### src/rtl/instruction_fetch_unit.sv
// Fetch stage: owns the PC, drives instruction memory, and hands words to decode
// through a valid/ready IF/ID register. A zero word means an unmapped fetch and halts the stage.
//
// state | meaning
// ------+---------------------------------------------------------------
// RUN   | fetching sequentially, one word per cycle when the slot is free
// HALT  | an unmapped (all-zero) word was fetched; wait for a redirect
module instruction_fetch_unit #(
  parameter logic [31:0] RESET_PC = 32'h0001_3880,
  parameter int          COUNT_W  = 16
) (
  input  logic               clk,
  input  logic               rst_n,
  output logic [31:0]        address,
  input  logic [31:0]        instruction,
  input  logic               id_ready,
  input  logic               branch_taken,
  input  logic [31:0]        branch_target,
  output logic               if_id_valid,
  output logic [31:0]        if_id_instruction,
  output logic [31:0]        if_id_pc,
  output logic               misalign_err,
  output logic               fetch_halted,
  output logic [COUNT_W-1:0] fetch_count
);

  typedef enum logic {
    S_RUN  = 1'b0,
    S_HALT = 1'b1
  } state_e;

  state_e               state_q, state_d;
  logic [31:0]          pc_q, pc_d;
  logic                 valid_q, valid_d;
  logic [31:0]          instr_q, instr_d;
  logic [31:0]          ifpc_q, ifpc_d;
  logic                 misalign_q, misalign_d;
  logic [COUNT_W-1:0]   count_q, count_d;

  logic advance;
  logic xfer;

  assign advance = !valid_q || id_ready;
  assign xfer    = valid_q && id_ready;

  always_ff @(posedge clk or negedge rst_n) begin
    if (!rst_n) begin
      state_q    <= S_RUN;
      pc_q       <= RESET_PC;
      valid_q    <= 1'b0;
      instr_q    <= 32'h0;
      ifpc_q     <= 32'h0;
      misalign_q <= 1'b0;
      count_q    <= '0;
    end else begin
      state_q    <= state_d;
      pc_q       <= pc_d;
      valid_q    <= valid_d;
      instr_q    <= instr_d;
      ifpc_q     <= ifpc_d;
      misalign_q <= misalign_d;
      count_q    <= count_d;
    end
  end

  always_comb begin
    state_d    = state_q;
    pc_d       = pc_q;
    valid_d    = valid_q;
    instr_d    = instr_q;
    ifpc_d     = ifpc_q;
    misalign_d = 1'b0;
    count_d    = xfer ? count_q + COUNT_W'(1) : count_q;

    // A redirect squashes the slot even when decode is stalled.
    if (branch_taken) begin
      pc_d       = {branch_target[31:2], 2'b00};
      valid_d    = 1'b0;
      state_d    = S_RUN;
      misalign_d = |branch_target[1:0];
    end else if (state_q == S_HALT) begin
      if (id_ready) valid_d = 1'b0;
    end else if (advance) begin
      if (instruction == 32'h0) begin
        state_d = S_HALT;
        valid_d = 1'b0;
      end else begin
        instr_d = instruction;
        ifpc_d  = pc_q;
        valid_d = 1'b1;
        pc_d    = pc_q + 32'd4;
      end
    end
  end

  assign address           = pc_q;
  assign if_id_valid       = valid_q;
  assign if_id_instruction = instr_q;
  assign if_id_pc          = ifpc_q;
  assign misalign_err      = misalign_q;
  assign fetch_halted      = (state_q == S_HALT);
  assign fetch_count       = count_q;

endmodule

### config.mk
export PLATFORM = sky130hd
export DESIGN_NAME = instruction_fetch_unit
export DESIGN_NICKNAME = d
export VERILOG_FILES = /design/src/rtl/instruction_fetch_unit.sv
export SDC_FILE = /design/constraint.sdc
export NUM_CORES = 1
export LEC_CHECK = 0
export BUFFER_PORTS_ARGS = -buffer_cell sky130_fd_sc_hd__buf_2
export CAP_MARGIN = 20
export CELL_PAD_IN_SITES_DETAIL_PLACEMENT = 0
export CELL_PAD_IN_SITES_GLOBAL_PLACEMENT = 2
export CORE_AREA = 2 2 132 134
export CTS_BUF_LIST = sky130_fd_sc_hd__clkbuf_8
export DETAILED_ROUTE_END_ITERATION = 12
export DIE_AREA = 0 0 134 136
export PLACE_DENSITY_LB_ADDON = 0.1
export SETUP_SLACK_MARGIN = 0.15
export SYNTH_ARGS = -nofsm -noshare
export SYNTH_HDL_FRONTEND = slang
export SYNTH_SLANG_ARGS = --single-unit
export TNS_END_PERCENT = 30
### constraint.sdc
create_clock -name clk -period 2.65 [get_ports clk]
set_clock_uncertainty 0.2 [all_clocks]
set_input_delay 0.3975 -clock clk [delete_from_list [all_inputs] [get_ports clk]]
set_output_delay 0.3975 -clock clk [all_outputs]
set_load 0.03 [all_outputs]
Word-level counts from Yosys, hierarchy flattened
Cells that the tools add are included. W data, S select, Z words.

Flip-flop bits (word level): 115. Memories kept: 0. Output and inout bits: 115. Latch bits: 0. RAM bits: 0. Logic and storage cells: 39. Input bits: 68. Memory bits (read-only): 0.

Add/sub/neg operators: 2. Multiplexer cells: 14. Reduce and logical (&&, ||, !) cells: 10. Multiply operators: 0. Div/mod/pow operators: 0. Magnitude comparators: 0. Bitwise gates (word level): 3. Equal/unequal tests: 3. Shift-type cells: 0.

Operator list (number): $mux W32 (4); $add A32 B3 Y32 const B (1); $logic_not A32 Y1 (1); $add A16 B1 Y16 const B (1); $mux W1 (10); $ne A2 B2 Y1 const B (2); $reduce_and A4 Y1 (1); $ne A3 B3 Y1 const B (1); $not A1 Y1 (3); $reduce_and A3 Y1 (1); $reduce_bool A3 Y1 (1); $reduce_and A2 Y1 (1); $reduce_bool A2 Y1 (1); $reduce_or A2 Y1 (1); $logic_and A1 B1 Y1 (1); $logic_not A1 Y1 (1); $logic_or A1 B1 Y1 (1).

Longest topological paths before layout
Depth after elaboration: 5. Gate-level depth with buffers: 7. Depth with buffers taken out: 6.

Worst setup path after synthesis
OpenSTA, ideal clock, no wires.

Kind: register -> register. From: register pc_q[7], in the netlist address[7]. To: register pc_q[30], in the netlist address[30]. Period minus slack after synthesis: 2.262 ns. Library setup time: 0.082 ns. Required time: 2.368 ns. Cell stages (with the launch flop): 7. Path buffers: 1. Data arrival time: 1.980 ns. Path slack: 0.388 ns. Cell sequence: dfstp_2 -> nand3_2 -> nor4_4 -> nand2_2 -> buf_6 -> or4_1 -> a31oi_1.

Cells in the longest elaborated chain, start to end: 5.

RTL lines: start: declaration (line 33) `logic [31:0] pc_q, pc_d;`; start signal: assignment (line 57) `pc_q <= pc_d;`; $add A32 B3 Y32 (line 91) `pc_d = pc_q + 32'd4;`; $mux W32 (line 84) `if (instruction == 32'h0) begin`; $mux W32 (line 83) `end else if (advance) begin`; $mux W32 (line 81) `end else if (state_q == S_HALT) begin`; $mux W32 (line 76) `if (branch_taken) begin`.

No other way between the ends. The select of a mux whose other input is x is not followed. A chain may end at the register's enable or synchronous reset.

Final worst setup path
From: register pc_q[3], in the netlist address[3]. To: register pc_q[28], in the netlist address[28].

Same word-level chain as after synthesis.

==> tab_implementation.tex <==
\begin{tabular}{lr}
\hline
Metric & Value \\
\hline
\multicolumn{2}{l}{\textbf{Pwr}} \\
Power per unit of standard cell area & 668 nW/um\^{}2 \\
Worst vdd rail ir drop & 0.291 mV \\
Final Power & 4530 uW \\
Leakage component of the power & 0.00314 uW \\
\multicolumn{2}{l}{\textbf{Floorplanning}} \\
Initial core utilization & 0.322 \\
Die footprint & 18,200 sq um \\
Die Span X & 134 um \\
Number of standard-cell rows in the floorplan & 48 \\
Placeable core area & 16,900 sq um \\
Top Ports & 183 \\
Height of the chip & 136 um \\
\multicolumn{2}{l}{\textbf{CTS}} \\
Clock latency of the later-clocked register in the worst-skew pair & 0.38 ns \\
Clock tree from TritonCTS & yes \\
Clk buf depth & 2 \\
Total number of clock tree sinks & 111 \\
Inserted Clock Buffers & 9 \\
Root buf cell & clkbuf\_8 \\
Clock slew at the register clock pins of the worst setup and hold paths & 0.11 ns \\
CTS HTree Levels & 3 \\
\multicolumn{2}{l}{\textbf{Placement}} \\
Number of input and output port buffers inserted & 178 \\
HPWL after detailed placement & 10,300 um \\
Weighted congestion at the end of routability-driven global placement & 0.698 \\
\multicolumn{2}{l}{\textbf{Routing}} \\
Post-detailed-route wirelength per cell & 16.8 um \\
Final routed DRC violation total & 0 \\
Detailed Route WL & 14,400 um \\
Number of DRC violations after detailed-routing iteration 0 & 180 \\
Vias after detailed routing & 4,205 \\
Via density per instance & 4.90 \\
Antenna Nets Post-Route & 0 \\
Total iterations of the first detailed-routing run & 4 \\
\multicolumn{2}{l}{\textbf{Global routing}} \\
Overall fraction of global-route tracks in use & 0.159 \\
Largest net degree at the start of global routing & 63 \\
Via count of the first global-routing pass & 4,110 \\
Global-route wire length before repair & 22,700 um \\
Number of antenna violations at the first check in global routing & 2 \\
Total overflow reported by the global router & 0 \\
\multicolumn{2}{l}{\textbf{Job}} \\
Max-cap violation count & 0 \\
\multicolumn{2}{l}{\textbf{Timing}} \\
Portion of the clock cycle consumed by the worst path in the final layout & 0.881 \\
Post-route minimum period & 2.34 ns \\
Setup violations, final & 0 \\
Unrepaired setup endpoints after global routing & no \\
Fmax & 0.428 GHz \\
Number of slew-limit violations in the final report & 0 \\
Fin. Hold Viols & 0 \\
Post-route setup TNS & 0 ns \\
\multicolumn{2}{l}{\textbf{Setup path}} \\
Category of the most critical setup path & reg -> reg \\
Required arrival time at the worst endpoint & 2.76 ns \\
Largest incremental delay on the critical path & 0.51 ns \\
Worst R2R Path Depth & 6 \\
Crit path launch type & flop \\
List of cells traversed by the critical path & ha\_1 -> nand3\_1 -> nor3\_4 -> nand2\_2 -> or4\_1 -> a31oi\_1 \\
Cell with the largest stage delay on the worst path & or4\_1 \\
Critical path capture point type & flop \\
Worst Path Arrival & 2.44 ns \\
Maximum fanout encountered on the critical timing path & 14 \\
\multicolumn{2}{l}{\textbf{Hold path}} \\
Worst hold path stage count & 3 \\
Min-delay worst type & in -> reg \\
\multicolumn{2}{l}{\textbf{Yosys}} \\
Synth async-reset ratio & 1.00 \\
Number of enable flip-flop cells after synthesis & 0 \\
Top flip-flop cell by instance count after synthesis & dfrtp\_1 \\
Area contributors post-synth & dfrtp\_1, mux2\_4, or4\_1 \\
Ys Warns & 0 \\
Post-synthesis cell type with the largest combined area & dfrtp\_1 \\
Post-synthesis instance area & 5430 sq um \\
Post-synthesis cell type count & 47 \\
Register area share after synthesis & 0.513 \\
Area share of the leading cell type in the synthesized netlist & 0.489 \\
Number of synthesized register bits & 111 \\
Synthesized area per cell & 12.2 sq um \\
Number of instances in the synthesized netlist & 444 \\
\multicolumn{2}{l}{\textbf{Layout}} \\
Share of layout cells above drive strength 1 & 0.455 \\
Final net count & 696 \\
Area overhead of the layout relative to synthesis & 24.8\% \\
\multicolumn{2}{l}{\textbf{Status}} \\
Outcome & completed \\
\hline
\end{tabular}
## path summary, 6_finish.rpt
kind	startpoint	to	slack, ns
setup / recovery	address[3]	address[28]	0.31
setup reg to reg	address[3]	address[28]	0.31
max in group asynchronous	rst_n	address[7]	1.25
hold reg to reg	fetch_count[15]	fetch_count[15]	0.27
min in group asynchronous	rst_n	fetch_count[5]	0.24
hold / removal	branch_target[2]	address[2]	0.03
## flip-flops by register name (all words and copies together), names as in the netlist
register	count
if_id_instruction	32
address	30
if_id_pc	30
fetch_count	16
fetch_halted	1
if_id_valid	1
misalign_err	1
## layer usage
metal	global-route usage	share of wire
met5	0	0
met2	0.250	0.45
met1	0.220	0.48
met4	0.0550	0.011
met3	0.0313	0.057
## synth_stat cells, types with 2 or more instances
cell,n
or3_1,3
o211ai_1,10
buf_6,9
nand2_1,40
nor2_1,34
nand3_1,23
buf_4,4
or4_1,27
and3_1,3
xnor2_1,10
clkbuf_8,2
mux2_2,3
a31oi_1,20
dfrtp_1,106
clkbuf_1,8
ha_1,2
buf_2,2
inv_1,4
nor4_4,2
nand4_1,7
nand2b_1,2
and2_1,2
xor2_1,5
nor4_1,10
nor3_1,4
mux2_4,60
o31ai_1,18
dfstp_2,5
## critical path, delay by kind of cell (launching register included)
| kind | cells | cell delay [ns] |
|---|---|---|
| fa+ha+maj | 1 | 0.21 |
| flops | 1 | 0.46 |
| compound gates | 1 | 0.19 |
| simple gates | 4 | 1.20 |
## cells by family after synthesis
kind of cell               Yosys count  synth area share
DFF                                111             0.513
xor gates and xnor gates            15            0.0242
muxes                               63             0.172
other                                1          0.000691
buffers and inverters               31            0.0429
AOI/OAI and AO/OA                   52            0.0666
and+or+nand+nor                    169             0.176
adders and majority gates            2           0.00461
## cells in the final DEF, fill, tap and decap left out, types with 3 or more instances in the layout
cell type / netlist / routed
clkbuf_8: 2 / 9
xor2_1: 5 / 5
o211ai_1: 10 / 10
clkinv_2: 0 / 3
buf_4: 4 / 10
conb_1: 1 / 4
or3_1: 3 / 3
nor3_1: 4 / 4
nand4_1: 7 / 7
xnor2_1: 10 / 10
nand2_1: 40 / 40
nor2_1: 34 / 34
and3_1: 3 / 3
buf_12: 0 / 3
buf_2: 2 / 177
or4_1: 27 / 27
nor4_1: 10 / 10
mux2_4: 60 / 60
dfstp_2: 5 / 5
inv_1: 4 / 4
a31oi_1: 20 / 20
dlygate4sd3_1: 0 / 4
nand3_1: 23 / 23
o31ai_1: 18 / 18
mux2_2: 3 / 3
dfrtp_1: 106 / 106
## per-stage QoR
step                      area, sq um  worst slack [ns]  hold WS (ns)  utilization  std cells
final                            6770             0.315        0.0299        0.401        858
after global routing             6770             0.166        0.0176        0.401        856
after CTS                        6760             0.258       0.00409        0.401        856
after detailed placement         6530             0.109         0.124        0.387        836
after global placement           6530             0.102         0.115        0.387        836
after floorplan                  5440             0.388       -0.0981            -        447
## power by group
group	leakage [uW]	switching (uW)	internal (uW)
Combinational	0.00173	821	511
Sequential	0.00131	208	1930
Clock	0.0000998	615	440
Total	0.00314	1640	2880
## repair_timing
item                                    4_1_cts  5_1_grt
buffers inserted                              0        0
hold buffers                                  4        0
gates resized for setup                       0        1
endpoints found under the setup margin        0        7
hold endpoints to repair                     23        0
## layout make-up
class	instances	area, sq um
multi-input cells	305	2430
fillers	1709	10100
well taps	225	282
repair buffers	194	1060
diodes	2	5.00
clock inverters	7	70.1
flip-flops and latches	111	2780
clock buffers	9	124
inverters	5	18.8
Note: power is estimated with default switching activity, not from simulation.
